--- config.mk ---
export PLATFORM = sky130hd
export DESIGN_NAME = cpu_sequencer
export DESIGN_NICKNAME = d
export VERILOG_FILES = /design/src/rtl/cpu_seq_pkg.sv /design/src/rtl/sync_ff.sv /design/src/rtl/cpu_sequencer.sv
export SDC_FILE = /design/constraint.sdc
export NUM_CORES = 1
export LEC_CHECK = 0
export BUFFER_PORTS_ARGS = -buffer_cell sky130_fd_sc_hd__buf_2
export CAP_MARGIN = 30
export CORE_AREA = 8 8 45 47
export CTS_CLUSTER_DIAMETER = 200
export DETAILED_ROUTE_END_ITERATION = 10
export DIE_AREA = 0 0 53 55
export REMOVE_ABC_BUFFERS = 1
export SYNTH_ARGS = -nofsm -noshare
export SYNTH_HDL_FRONTEND = slang
export SYNTH_HIERARCHICAL = 1
export SYNTH_SLANG_ARGS = --single-unit
export TNS_END_PERCENT = 10
--- constraint.sdc ---
create_clock -name clk -period 1.2 [get_ports clk]
set_input_delay 0.24 -clock clk [delete_from_list [all_inputs] [get_ports clk]]
set_output_delay 0.24 -clock clk [all_outputs]
set_load 0.01 [all_outputs]
--- src/rtl/cpu_seq_pkg.sv ---
// Shared types and constants for the instruction sequencer.
package cpu_seq_pkg;

  // Sequencer phases; IDLE must be code 0 so reset reads back as zero.
  typedef enum logic [2:0] {
    ST_IDLE   = 3'd0,
    ST_FETCH  = 3'd1,
    ST_DECODE = 3'd2,
    ST_MEM    = 3'd3,
    ST_EXEC   = 3'd4
  } seq_state_t;

  localparam int unsigned INSN_W = 16;
  localparam int unsigned BE_W   = 2;

  // Encoding that decodes as INT, loaded into the IR on interrupt injection.
  localparam logic [INSN_W-1:0] INT_INSN_DEF = 16'h7810;

  // Byte-lane enables, little-endian.
  localparam logic [BE_W-1:0] BE_NONE = 2'b00;
  localparam logic [BE_W-1:0] BE_WORD = 2'b11;
  localparam logic [BE_W-1:0] BE_LO   = 2'b01;
  localparam logic [BE_W-1:0] BE_HI   = 2'b10;

  // Lane select for a data access given size and address bit 0.
  function automatic logic [BE_W-1:0] data_byte_en(input logic byt, input logic lsb);
    if (!byt) return BE_WORD;
    return lsb ? BE_HI : BE_LO;
  endfunction

endpackage

--- src/rtl/sync_ff.sv ---
// Multi-flop synchronizer for a single asynchronous level input.
module sync_ff #(
  parameter int unsigned DEPTH = 2
) (
  input  logic i_clk,
  input  logic i_rst,
  input  logic i_d,
  output logic o_q
);

  // Fewer than two flops gives no metastability settling time.
  if (DEPTH < 2) begin : g_bad_depth
    $error("sync_ff: DEPTH must be at least 2");
  end

  logic [DEPTH-1:0] r_sync;

  // Shift chain: the input enters at bit 0 and leaves from the top bit.
  always_ff @(posedge i_clk or posedge i_rst) begin
    if (i_rst) begin
      r_sync <= '0;
    end else begin
      r_sync <= {r_sync[DEPTH-2:0], i_d};
    end
  end

  assign o_q = r_sync[DEPTH-1];

endmodule

--- src/rtl/cpu_sequencer.sv ---
// Instruction sequencer: fetch / decode / data access / commit, with a
// shared memory port and interrupt injection at instruction boundaries.
module cpu_sequencer
  import cpu_seq_pkg::*;
#(
  parameter logic [INSN_W-1:0] INT_INSN        = INT_INSN_DEF,
  parameter logic              IEN_RESET       = 1'b0,
  parameter int unsigned       IRQ_SYNC_STAGES = 2
) (
  input  logic            clk,
  input  logic            rst,
  input  logic            dec_rd_mem,
  input  logic            dec_wr_mem,
  input  logic            dec_byt,
  input  logic            dec_set_ien,
  input  logic            dec_clear_ien,
  input  logic            data_addr_lsb,
  input  logic            irq,
  input  logic            mem_ack,
  output logic            mem_req,
  output logic            mem_we,
  output logic            mem_addr_sel,
  output logic [BE_W-1:0] mem_byte_en,
  output logic            insn_load,
  output logic            int_inject,
  output logic            exec_en,
  output logic            irq_ack,
  output logic            ien,
  output logic [2:0]      state_dbg
);

  // The IR loads INT_INSN on int_inject; an all-zero encoding could not be
  // told apart from a cleared instruction register.
  if (INT_INSN == '0) begin : g_bad_int_insn
    $error("cpu_sequencer: INT_INSN must be non-zero");
  end

  seq_state_t r_state;
  seq_state_t w_state_nxt;
  logic       r_fetch_busy;
  logic       w_fetch_busy_nxt;
  logic       r_ien;
  logic       w_ien_nxt;
  logic       w_irq_s;
  logic       w_take_irq;

  // Bring the asynchronous irq level into the clock domain.
  sync_ff #(
    .DEPTH (IRQ_SYNC_STAGES)
  ) u_irq_sync (
    .i_clk (clk),
    .i_rst (rst),
    .i_d   (irq),
    .o_q   (w_irq_s)
  );

  // Interrupt is only taken on the first cycle of a fetch, never mid-request.
  assign w_take_irq = (r_state == ST_FETCH) && !r_fetch_busy && w_irq_s && r_ien;

  // State, outstanding-fetch flag and interrupt enable registers.
  always_ff @(posedge clk or posedge rst) begin
    if (rst) begin
      r_state      <= ST_IDLE;
      r_fetch_busy <= 1'b0;
      r_ien        <= IEN_RESET;
    end else begin
      r_state      <= w_state_nxt;
      r_fetch_busy <= w_fetch_busy_nxt;
      r_ien        <= w_ien_nxt;
    end
  end

  // Next-state and phase-strobe decode.
  always_comb begin
    w_state_nxt      = r_state;
    w_fetch_busy_nxt = 1'b0;
    w_ien_nxt        = r_ien;
    mem_req          = 1'b0;
    mem_we           = 1'b0;
    mem_addr_sel     = 1'b0;
    mem_byte_en      = BE_NONE;
    insn_load        = 1'b0;
    int_inject       = 1'b0;
    exec_en          = 1'b0;
    irq_ack          = 1'b0;

    unique case (r_state)
      ST_IDLE: begin
        w_state_nxt = ST_FETCH;
      end

      ST_FETCH: begin
        if (w_take_irq) begin
          // Inject INT in place of a fetch; no memory cycle is spent.
          insn_load   = 1'b1;
          int_inject  = 1'b1;
          irq_ack     = 1'b1;
          w_ien_nxt   = 1'b0;
          w_state_nxt = ST_DECODE;
        end else begin
          mem_req     = 1'b1;
          mem_byte_en = BE_WORD;
          if (mem_ack) begin
            insn_load   = 1'b1;
            w_state_nxt = ST_DECODE;
          end else begin
            w_fetch_busy_nxt = 1'b1;
          end
        end
      end

      ST_DECODE: begin
        w_state_nxt = (dec_rd_mem || dec_wr_mem) ? ST_MEM : ST_EXEC;
      end

      ST_MEM: begin
        // Write wins when both read and write are decoded.
        mem_req      = 1'b1;
        mem_addr_sel = 1'b1;
        mem_we       = dec_wr_mem;
        mem_byte_en  = data_byte_en(dec_byt, data_addr_lsb);
        if (mem_ack) begin
          w_state_nxt = ST_EXEC;
        end
      end

      ST_EXEC: begin
        // Clear beats set so a conflicting decode never leaves interrupts on.
        exec_en     = 1'b1;
        w_state_nxt = ST_FETCH;
        if (dec_clear_ien) begin
          w_ien_nxt = 1'b0;
        end else if (dec_set_ien) begin
          w_ien_nxt = 1'b1;
        end
      end

      default: begin
        w_state_nxt = ST_IDLE;
      end
    endcase
  end

  assign ien       = r_ien;
  assign state_dbg = 3'(r_state);

endmodule

## Word level (Yosys, flattened, before mapping)

Cells that the tools add are included.

| operators by class | value |
|---|---|
| equality and inequality tests | 8 |
| muxes and demuxes | 29 |
| reduce and logical (&&, ||, !) cells | 10 |

Operators with widths:

| kind | count |
|---|---|
| 1-bit 2-to-1 mux | 17 |
| 3-bit 2-to-1 mux | 4 |
| 3-bit one-hot mux with 4 select lines | 1 |
| 2-bit 2-to-1 mux | 4 |
| 3-bit by 2-bit equality test with 1-bit output, second input constant | 2 |
| 3-bit inequality test, second input constant | 2 |
| 2-bit inequality test, second input constant | 2 |
| 1-bit one-hot mux with 2 select lines | 2 |
| 2-bit one-hot mux with 2 select lines | 1 |
| 3-bit by 1-bit equality test with 1-bit output, second input constant | 1 |
| 3-bit equality test, second input constant | 1 |
| 1-bit logical AND | 3 |
| 3-bit logical NOT | 1 |
| 3-bit AND reduction | 1 |
| 2-bit AND reduction | 1 |
| 2-bit nonzero test | 1 |
| 2-bit OR reduction | 1 |
| 1-bit logical NOT | 1 |
| 1-bit logical OR | 1 |

| word-level totals | value |
|---|---|
| register bits | 7 |
| output and inout bits | 13 |
| word-level logic and storage cells | 51 |

## Depth between registers and ports, before layout

| depth | value |
|---|---|
| depth in word-level cells | 6 |
| depth in mapped cells | 4 |
| depth with buffers taken out | 3 |

## Cells and area by module

Netlist, hierarchy kept.

By module, submodules not included:

| module | instances | cells an instance | area an instance (um^2) | seq. area each (um^2) |
|---|---|---|---|---|
| cpu_sequencer | 1 | 38 | 344.1 | 125.1 |
| sync_ff | 1 | 3 | 53.8 | 50.0 |

## Worst setup path after synthesis

Ideal clock, no wire load.

| timing path | value |
|---|---|
| path type | register to output |
| from | register r_state[1], in the netlist state_dbg[1] |
| to | output port irq_ack |
| arrival | 1.122 ns |
| data required time | 0.960 ns |
| slack | -0.162 ns |
| cell stages (with the launch flop) | 4 |
| cell sequence | dfrtp_1 > nand4bb_1 > nor2_1 > buf_4 |

| between the ends | value |
|---|---|
| cells in the longest elaborated chain, start to end | 6 |

RTL lines:

| item | line | RTL |
|---|---|---|
| from (decl) | cpu_sequencer.sv:38 | `seq_state_t r_state;` |
| from (signal assigned) | cpu_sequencer.sv:67 | `r_state <= w_state_nxt;` |
| 3-bit by 1-bit equality test with 1-bit output (*) | -- |  |
| 1-bit logical AND (3 in a row) | cpu_sequencer.sv:58 | `assign w_take_irq = (r_state == ST_FETCH) && !r_fetch_busy && w_irq_s && r_ien;` |
| 1-bit 2-to-1 mux | -- |  |
| 1-bit 2-to-1 mux (*) | -- |  |
| to (decl) | cpu_sequencer.sv:27 | `output logic irq_ack,` |

Every way passes the cells marked *; elsewhere a longest branch is shown, timed or not.

## Final worst setup path

| timing path | value |
|---|---|
| from | register r_state[2], in the netlist state_dbg[2] |
| to | output port mem_byte_en[1] |

| between the ends | value |
|---|---|
| cells in the longest elaborated chain, start to end | 6 |
| elaborated cells on any way between the ends | 7 |
| those cells by class | eq/ne: 2; mux: 2; reduce/logical: 3 |

RTL lines:

| item | line | RTL |
|---|---|---|
| 3-bit by 1-bit equality test with 1-bit output | cpu_sequencer.sv:58, cpu_sequencer.sv:87 |  |
| 1-bit logical AND (3 in a row) | cpu_sequencer.sv:58 |  |
| 2-bit 2-to-1 mux | cpu_sequencer.sv:93 | `if (w_take_irq) begin` |
| 2-bit one-hot mux with 2 select lines (*) | cpu_sequencer.sv:87 | `unique case (r_state)` |
| to (decl) | cpu_sequencer.sv:23 | `output logic [BE_W-1:0] mem_byte_en,` |

Marks and branches as above.

==> flow_summary.yaml <==
outcome:
  status: "complete, but fails checks"
  violations: "negative setup slack"
placement:
  hpwl_um: 879.4
  placed_cell_area_um2: 579.3
  gp_congestion: 0.7396
  port_buffers: 22
synthesis:
  synth_area_leaders: "dfrtp_1 (44%), a31oi_1 (4.7%), nor3b_4 (4.7%), nor3_1 (3.8%), inv_1 (3.8%)"
  synthCells: 41
  yosysTopAreaCell: "dfrtp_1"
  avgSynthCellArea_um2: 9.704
  syn-cell-area_um2: 397.9
  synth_seq_area_share_pct: 44.03
  ys_warn_count: 6
  synthDistinctLibCells: 24
  ys_seq_elements: 7
  synth_top_area_share_pct: 44.03
detailed_routing:
  routed_wl_mm: 1.187
  route.vias.total: 425
  routedWlPerCell_um: 12.76
  postRouteAntennaNets: 0
  routed_via_density: 4.570
  drcViolationCount: 0
  first_iter_violations: 3
  dr.pass1.iters: 2
finish:
  design_area_um2: 684.4
  area_delta_synth_final_pct: 72.01
  final_common_cell: "buf_2"
  drive_gt1_share_pct: 59.74
  final_cell_mix: "buf_2 (20), buf_4 (11), dfrtp_1 (6)"
  nets: 88
  n_antenna_cell: 0
timing:
  finClkSkew_ns: 0.0009937
  finalHoldViolCount: 0
  drv_slew: 0
  setup_violations: 10
  finalCritPeriodShare_pct: 128.2
  tightest_slew_ns: 0.2344
  min_period_ns: 1.539
  worst_slack_ns: -0.3386
  slew_headroom_pct: 84.23
  fmax_mhz: 649.9
  rsz0062_at_grt: "true"
clocking:
  clkLatencyLatePin_ns: 0.24
  clkTransAtPathRegs_ns: 0.05
  tritoncts: "built"
  root_buffer: "clkbuf_4"
  numCtsBuffers: 3
  clock-sinks: 7
  clockBufferDepth: 2
  cts_max_level: 1
worst_setup_path:
  r2r-end: "ien$_DFFE_PP0P_"
  end_kind: "output pin"
  required_ns: 0.96
  rrSetupSlack_ns: 0.02
  reg2regPathDepth: 5
  crit_type: "flip-flop to output pin"
  worst-path-max-fanout: 4
  arrival_ns: 1.30
  cp-start-kind: "flip-flop"
  r2r-start: "state_dbg[2]$_DFFE_PP0P_"
power:
  peakVddDrop_mv: 0.8566
  power_density_mw_per_mm2: 2518
  p_total_mw: 1.724
  leakagePower_nw: 0.3559
floorplanning:
  floorplan.initialDensity_pct: 28.75
  chipWidth_um: 53
  core_area_mm2: 0.001384
  fp-row-count: 14
  die_h_um: 55
  io_pins: 23
  die_area_mm2: 0.002915
flow_run:
  drv_cap: 0
grt:
  grt_use_total_pct: 8.251
  grt_overflow: 0
  grt_max_degree: 11
  grt_pass1_wl_mm: 1.773
  grt_pass1_vias: 406
  antenna_found_initial: 0
hold_path:
  min_path_type: "input port to flip-flop"
  whs_endpoint: "u_irq_sync/r_sync[0]$_DFF_PP0_"
  hold_depth: 1
  holdCritStartpoint: "irq"
-- where the power goes --
group,internal [mW],switching (mW)
Sequential,0.316,0.0794
Combinational,0.597,0.521
Clock,0.127,0.0834
Total,1.04,0.684
-- cell usage after synthesis (all sizes together) --
cell,count
and2,1
and2b,1
dfrtp,7
nor4,1
a21oi,2
inv,4
and3b,1
nor2,4
nand4bb,1
nor3,3
o21a,1
nand2,1
nand2b,1
nor3b,2
o21ai,2
a31oi,3
o221ai,1
and3,1
buf,3
a211oi,1
-- state kept, by name (all words and copies together) (netlist names) --
signal and flops:
u_irq_sync/r_sync 2, r_fetch_busy 1, ien 1, state_dbg 3
-- routing by layer --
layer / up-vias / global-route usage (%) / wire (µm)
met1: 199 / 8.669 / 461
met2: 9 / 13.87 / 644
met3: 0 / 2.941 / 80
li1: 217 / - / -
met5: - / 0 / 0
met4: 0 / 5.172 / 0
-- metrics by stage --
stage	setup TNS, ns	hold slack [ns]	std cells	worst slack (ns)	utilization (%)
detailed placement	-0.1173	0.09966	86	-0.06203	41.86
CTS	-2.259	0.09143	92	-0.3035	47.20
finish	-2.344	0.09855	93	-0.3386	49.46
global placement	-0.04219	0.1016	86	-0.02128	41.86
global route	-3.156	0.08271	93	-0.3990	49.46
floorplan	-0.7641	-0.01882	38	-0.1692	-
-- critical path, cell delays in order, from the launching register on --
cell and delay, ns:
dfrtp_1 0.40, and2b_2 0.26, nand2_4 0.06, a31oi_1 0.17, buf_2 0.16
-- logic make-up after synthesis --
group                  after synthesis  share of synthesized area, %
flip-flops                           7                         44.03
AND/OR/NAND/NOR                     17                         28.30
AO/OA/AOI/OAI                       10                         17.92
buffers and inverters                7                         9.747
-- how the worst max path moves through the flow --
stage	start	endpoint	slack [ns]	depth (start not counted)
after detailed placement	state_dbg[2]$_DFFE_PP0P_	mem_byte_en[1]	-0.06	4
after global placement	state_dbg[2]$_DFFE_PP0P_	mem_byte_en[0]	-0.02	4
after floorplan	state_dbg[1]$_DFFE_PP0P_	int_inject	-0.17	2
after CTS	state_dbg[2]$_DFFE_PP0P_	mem_byte_en[1]	-0.30	4
after global routing	state_dbg[2]$_DFFE_PP0P_	mem_byte_en[1]	-0.40	4
final	state_dbg[2]$_DFFE_PP0P_	mem_byte_en[1]	-0.34	4
-- repair_timing --
item,CTS,global route
endpoints found under the setup margin,9,14
setup buffers,1,1
hold endpoints to repair,7,0
cloned,0,0
pin swaps,4,1
hold buffers,1,0
gates resized for setup,5,5
-- cell type report --
cell class                      count  area [µm²]
Fill cell                         142       699.4
Inverter                            4       15.01
Tap cell                           16       20.02
Sequential cell                     7       176.4
Timing Repair Buffer               35       226.5
Clock buffer                        4       26.28
Multi-Input combinational cell     27       220.2
(Power assumes the default switching activity.)
